`config.mk`:
```
export PLATFORM = sky130hd
export DESIGN_NAME = filo_frame_reverser
export DESIGN_NICKNAME = d
export VERILOG_FILES = /design/src/rtl/filo_frame_reverser.sv
export SDC_FILE = /design/constraint.sdc
export NUM_CORES = 1
export LEC_CHECK = 0
export BUFFER_PORTS_ARGS = -buffer_cell sky130_fd_sc_hd__buf_2
export CORE_MARGIN = 4
export CORE_UTILIZATION = 23
export CTS_BUF_LIST = sky130_fd_sc_hd__clkbuf_4 sky130_fd_sc_hd__clkbuf_8
export CTS_CLUSTER_DIAMETER = 50
export DETAILED_ROUTE_END_ITERATION = 6
export PLACE_DENSITY = 0.51
export SYNTH_ARGS = -nofsm -noshare
export SYNTH_HDL_FRONTEND = slang
export SYNTH_SLANG_ARGS = --single-unit
```
`constraint.sdc`:
```
create_clock -name clk -period 1.8 [get_ports clk]
set_input_delay 0.09 -clock clk [delete_from_list [all_inputs] [get_ports clk]]
set_output_delay 0.09 -clock clk [all_outputs]
set_load 0.05 [all_outputs]
```
`src/rtl/filo_frame_reverser.sv`:
```
// filo_frame_reverser: pushes each incoming frame into an external FILO stack,
// then pops it back out so the downstream sink sees the words in reverse order.
// Frames longer than the stack (2**AddressDepth words) are reversed in chunks.
// Optional feature macro: FILO_REVERSER_STATS_EN adds frame_cnt / split_cnt ports.
module filo_frame_reverser #(
  parameter int AddressDepth = 4,
  parameter int DataWide     = 8
) (
  input  logic                clk,
  input  logic                rst,
  input  logic                in_valid,
  input  logic [DataWide-1:0] in_data,
  input  logic                in_last,
  output logic                in_ready,
  output logic                out_valid,
  output logic [DataWide-1:0] out_data,
  output logic                out_last,
  input  logic                out_ready,
  output logic                stk_rst_n,
  output logic                stk_cs,
  output logic                stk_push_pop,
  output logic [DataWide-1:0] stk_data_in,
  input  logic [DataWide-1:0] stk_data_out,
  input  logic                stk_full,
  input  logic                stk_empty,
`ifdef FILO_REVERSER_STATS_EN
  output logic [15:0]         frame_cnt,
  output logic [15:0]         split_cnt,
`endif
  output logic                proto_err
);

  localparam int DEPTH = 1 << AddressDepth;
  localparam logic [AddressDepth:0] DEPTH_C = (AddressDepth+1)'(DEPTH);

  typedef enum logic [1:0] {FILL, POP, CAPTURE, HOLD} state_t;

  state_t                state;
  logic [AddressDepth:0] count;
  logic [AddressDepth:0] count_inc;
  logic                  last_seen;
  logic                  push_acc;
  logic                  pop_go;
  logic                  chunk_full;

  // Stack-side strobes are combinational so a push lands in the same cycle as the accept.
  assign stk_rst_n    = ~rst;
  assign in_ready     = (state == FILL) & ~stk_full & (count < DEPTH_C);
  assign push_acc     = in_valid & in_ready;
  assign pop_go       = (state == POP) & ~stk_empty;
  assign stk_cs       = ~rst & (push_acc | pop_go);
  assign stk_push_pop = (state == FILL);
  assign stk_data_in  = in_data;
  assign count_inc    = count + 1'b1;
  // Chunk closed by the stack limit rather than by the frame's last word.
  assign chunk_full   = push_acc & ~in_last & (count_inc == DEPTH_C);

  // Main control FSM: fill, then pop/capture/hold once per output word.
  always_ff @(posedge clk) begin
    if (rst) begin
      state     <= FILL;
      count     <= '0;
      last_seen <= 1'b0;
      out_valid <= 1'b0;
      out_data  <= '0;
      out_last  <= 1'b0;
      proto_err <= 1'b0;
    end else begin
      case (state)
        FILL: begin
          if (push_acc) begin
            count <= count_inc;
            if (in_last) begin
              last_seen <= 1'b1;
              state     <= POP;
            end else if (count_inc == DEPTH_C) begin
              last_seen <= 1'b0;
              state     <= POP;
            end
          end
        end
        POP: begin
          if (stk_empty) begin
            // Stack disagrees with our count: flag it and resynchronise to empty.
            proto_err <= 1'b1;
            count     <= '0;
            last_seen <= 1'b0;
            state     <= FILL;
          end else begin
            count <= count - 1'b1;
            state <= CAPTURE;
          end
        end
        CAPTURE: begin
          out_data  <= stk_data_out;
          out_valid <= 1'b1;
          out_last  <= last_seen & (count == '0);
          state     <= HOLD;
        end
        HOLD: begin
          if (out_ready) begin
            out_valid <= 1'b0;
            if (count == '0) begin
              last_seen <= 1'b0;
              state     <= FILL;
            end else begin
              state <= POP;
            end
          end
        end
        default: state <= FILL;
      endcase
    end
  end

`ifdef FILO_REVERSER_STATS_EN
  // Statistics: frames completed downstream and chunks forced by the stack limit.
  always_ff @(posedge clk) begin
    if (rst) begin
      frame_cnt <= '0;
      split_cnt <= '0;
    end else begin
      if ((state == HOLD) & out_valid & out_ready & out_last) frame_cnt <= frame_cnt + 1'b1;
      if (chunk_full) split_cnt <= split_cnt + 1'b1;
    end
  end
`endif

endmodule

```
---- Yosys cells after proc, flatten, opt, wreduce, memory -nomap -nowiden ----
Cells that the tools add are included.
operators by class
  $add $sub $neg .......................... 2
  magnitude comparators ................... 1
  equality and inequality tests ........... 9
  multiplexer cells ....................... 19
  bitwise operators ....................... 10
  reduce and logical (&&, ||, !) cells .... 10
operators by type and width
  kind                                                                    count
  2-bit two-way mux                                                       5
  5-bit two-way mux                                                       2
  5-bit case mux with 2 select lines                                      1
  1-bit two-way mux                                                       8
  2-bit case mux with 4 select lines                                      1
  1-bit bitwise AND                                                       6
  2-bit != test (second input constant)                                   3
  2-bit AND reduction                                                     3
  6-bit AND reduction                                                     1
  5-bit by 1-bit adder with 5-bit output (second input constant)          1
  5-bit equality test (second input constant)                             1
  5-bit logical NOT                                                       1
  5-bit < comparator (second input constant)                              1
  5-bit by 1-bit subtractor with 5-bit output (second input constant)     1
  2-bit equality test (second input constant)                             2
  2-bit nonzero test                                                      2
  3-bit by 2-bit != test with 1-bit output (second input constant)        1
  1-bit NOT                                                               3
  1-bit case mux with 3 select lines                                      1
  3-bit AND reduction                                                     1
  3-bit nonzero test                                                      1
  2-bit by 1-bit equality test with 1-bit output (second input constant)  1
  2-bit logical NOT                                                       1
  2-bit by 1-bit != test with 1-bit output (second input constant)        1
  other kinds (2)                                                         2
storage, ports and cells
  flip-flop bits (word level) ............. 19
  word-level logic and storage cells ...... 58

---- Depth between registers and ports, before layout ----
  word-level depth ........................ 6
  depth in mapped cells ................... 6
  depth with buffers taken out ............ 6

---- Worst setup path before layout ----
No wires, ideal clock.
  path kind ............................... register to output
  start ................................... register (tool-made name)
  end ..................................... output port in_ready
  data arrival time ....................... 2.157 ns
  data required time ...................... 1.710 ns
  slack ................................... -0.447 ns
  cell stages (with the launch flop) ...... 4
  buffers on the path ..................... 2
  path through ............................ dfxtp_1 > buf_6 > clkbuf_1 > nor4_1
RTL lines
  what           RTL line  RTL
  end, declared  14        output logic in_ready,

---- Worst setup path after layout ----
  start ................................... register count[1]
  end ..................................... register last_seen
on the way
  cells in the longest elaborated chain, start to end .. 5
  elaborated cells on any way between the ends .. 10
ends and longest elaborated chain
  what                                                                                            RTL line  RTL
  start, declared                                                                                 39        logic [AddressDepth:0] count;
  start signal, assigned                                                                          72        count <= count_inc;
  start signal, assigned                                                                          90        count <= count - 1'b1;
  parallel branches: the longest is 4 deep, another holds 5-bit by 1-bit adder with 5-bit output  -
  6-bit AND reduction (no line) (*)                                                               -
  end signal, assigned                                                                            63        last_seen <= 1'b0;
  end signal, assigned                                                                            74        last_seen <= 1'b1;
  end signal, assigned                                                                            77        last_seen <= 1'b0;
  end, declared                                                                                   41        logic last_seen;
Mark *: on every way between the ends.
A chain may end at the register's enable or synchronous reset.

==> metrics.cfg <==
[drt]
drcViolationCount = 0
wl_per_cell_um = 12.84
first_iter_violations = 82
finalWirelength_um = 2567
routed_via_density = 4.720
detail_route.first_pass.iterations = 4
vias = 944
ant_nets = 0

[sta]
period_share = 0.9525
hold_violations = 0
tns_ns = 0
worst_pin_slew_ns = 0.7365
fmax_ghz = 0.5833
setup_viol = 0
slew_violations = 0
period_minus_slack_ns = 1.714
fin_skew_ns = 0.003858
slew_headroom = 0.5084

[placed_design]
placed_cells = 194
dp_hpwl_um = 1912
port_buffers = 29
gp_congestion = 0.8103

[logic_synthesis]
synthMuxAreaShare = 0.01956
synth_flop_cell = dfxtp_1
ys_types = 41
syn-num-nets = 151
synth_fa_ha_area_frac = 0.02445
seq_area_frac_synth = 0.3716
synth_top_family_by_area = simple AND/OR/NAND/NOR gates
synthCells = 126
synthXorXnorAreaFrac = 0.008557
syn_area_sq_um = 1023
yosysWarnings = 0
synth.avg_cell_area_sq_um = 8.123
synth-edff-count = 0
synthSimpleGateAreaFrac = 0.2628
synth_compound_area_frac = 0.2066
ys_seq_elements = 19
async_flop_share = 0

[die]
core-area_sq_um = 4144
rows = 23
die_area_sq_um = 5581
chipHeight_um = 74.71
start_util = 0.2470
ioPinCount = 46
die_w_um = 74.71

[cells_and_area]
fillers = 459
fin_cells = 200
drive_gt1_frac = 0.3133
multi_input_area_sq_um = 563.0
synthToLayoutAreaGrowth_pct = 22.49
nets = 176
regArea_sq_um = 380.4
antenna_cells = 0

[critical_path]
startpoint_type = register
worstSetupEndpointType = register
path_class = reg2reg
cp.arrival_ns = 1.90
crit_required_ns = 1.99
path_max_fanout = 6
slowest_delay_ns = 0.40
crit_slowest_cell = or3b_4
worstPathCellList = inv_1 -> ha_2 -> or3b_4 -> o31ai_4 -> a21boi_2 -> mux2i_1

[clock_network]
cts.sinks = 19
clk_latency_ns = 0.25
clk_root_buffer_cell = clkbuf_8
cts_tree = yes
ctsHoldBuffers = 0
cts.clk_slew.worst_paths_ns = 0.08
cts_buffers = 3
cts_buffer_depth = 2
ctsHtreeMaxLevel = 1

[run_status]
outcome = finished, final reports clean

[power_and_ir_drop]
peakVddDrop_mv = 0.2618
powerDensity_nw_per_um2 = 738.3
cellLeakagePower_nw = 0.5288

[hold_path]
hold_class = in2reg

[grt]
grt_pass1_wl_um = 4174
grt_antenna_before_repair = 0
first_global_vias = 883
grt_overflow = 0
grt_max_degree = 20
gr-usage-all-layers = 0.09467

[flow_run]
maxCapViolations = 0

## through the flow
step / setup slack (ns) / instance area [sq um] / util / power [mW] / hold WS (ns)
final: 0.08558 / 1254 / 0.3025 / 0.9256 / 0.07011
after global routing: -0.007921 / 1254 / 0.3025 / 0.9758 / 0.06776
after CTS: 0.02680 / 1221 / 0.2947 / 0.9259 / 0.06412
after detailed placement: 0.04765 / 1175 / 0.2835 / 0.6255 / 0.1804
after global placement: 0.1343 / 1175 / 0.2835 / 0.6221 / 0.1804
after floorplan: 0.09975 / 1035 / - / 0.6236 / 0.2079
## Yosys cell counts (2+ instances only)
| library cell | count | share of area |
|---|---|---|
| a22oi_1 | 2 | 0.015 |
| a21oi_1 | 17 | 0.083 |
| inv_1 | 3 | 0.011 |
| dfxtp_1 | 19 | 0.37 |
| clkbuf_1 | 4 | 0.015 |
| or3_1 | 2 | 0.012 |
| nor2b_1 | 2 | 0.012 |
| ha_1 | 2 | 0.024 |
| o21a_1 | 2 | 0.015 |
| buf_4 | 9 | 0.066 |
| nor3_1 | 2 | 0.0098 |
| nor3b_1 | 2 | 0.015 |
| o21ai_0 | 2 | 0.0098 |
| nor2_1 | 8 | 0.029 |
| nand2_1 | 22 | 0.081 |
| mux2i_1 | 2 | 0.020 |
| nor4_1 | 2 | 0.012 |
## cell usage in the layout, fill, tap and decap left out, types with 2 or more instances in the layout
cell / n
a22oi_1: 2
inv_1: 3
buf_4: 6
clkbuf_8: 3
nor2b_1: 2
o21a_1: 2
mux2i_1: 2
or3_1: 2
o21ai_0: 2
dfxtp_1: 19
nor3b_1: 2
nor2_1: 8
buf_2: 29
nand2_1: 22
a21oi_1: 17
## metal layers
layer	GRT usage	wire [um]	part of all wire	vias to the layer above
met5	0	0	0	-
met1	0.1377	1257	0.49	440
li1	-	-	-	476
met4	0.03557	43	0.017	0
met2	0.1385	1163	0.45	20
met3	0.01736	103	0.040	8
## area by class of cell
class,count,area share
flip-flops and latches,19,0.3034
inverters,3,0.008982
repair buffers,35,0.1517
clock buffers,3,0.03293
well taps,50,0.04990
clock inverters,1,0.003992
multi-input cells,89,0.4491
## flip-flops by register name (all words and copies together) (netlist names), named ones only
signal,cells
count,5
out_last,1
out_valid,1
state,1
proto_err,1
out_data,8
last_seen,1
## power breakdown
group | leakage [nW] | switching, mW | internal, mW
Clock | 0.0255 | 0.145 | 0.154
Combinational | 0.350 | 0.106 | 0.0716
Sequential | 0.154 | 0.0171 | 0.433
Total | 0.529 | 0.267 | 0.658
## worst paths after layout
check / startpoint / to / slack, ns / depth (start not counted)
hold / removal: out_ready / register / 0.07 / 2
hold reg to reg: out_last / out_last / 0.45 / 2
setup reg to reg: count[1] / last_seen / 0.09 / 6
setup / recovery: count[1] / last_seen / 0.09 / 6
## critical path, delay by kind of cell, from the launching register on
kind / cells / cell delay (ns)
AO/OA/AOI/OAI: 2 / 0.44
AND/OR/NAND/NOR: 1 / 0.40
flip-flops: 1 / 0.36
adder cells (fa/ha/maj): 1 / 0.19
multiplexers: 1 / 0.18
buffers and inverters: 1 / 0.07
## kinds of logic (layout without fill, tap and decap cells)
kind of cell | count (synthesis) | after routing
simple gates | 51 | 51
compound gates | 33 | 33
flops | 19 | 19
buf+inv | 18 | 42
fa+ha+maj | 2 | 2
mux | 2 | 2
xor+xnor | 1 | 1
## repair_timing
item                                    4_1_cts  5_1_grt
setup buffers                                 0        2
resized for setup                             0        4
endpoints found under the setup margin        0        2
No activity file was read; power rests on OpenSTA's default activity.
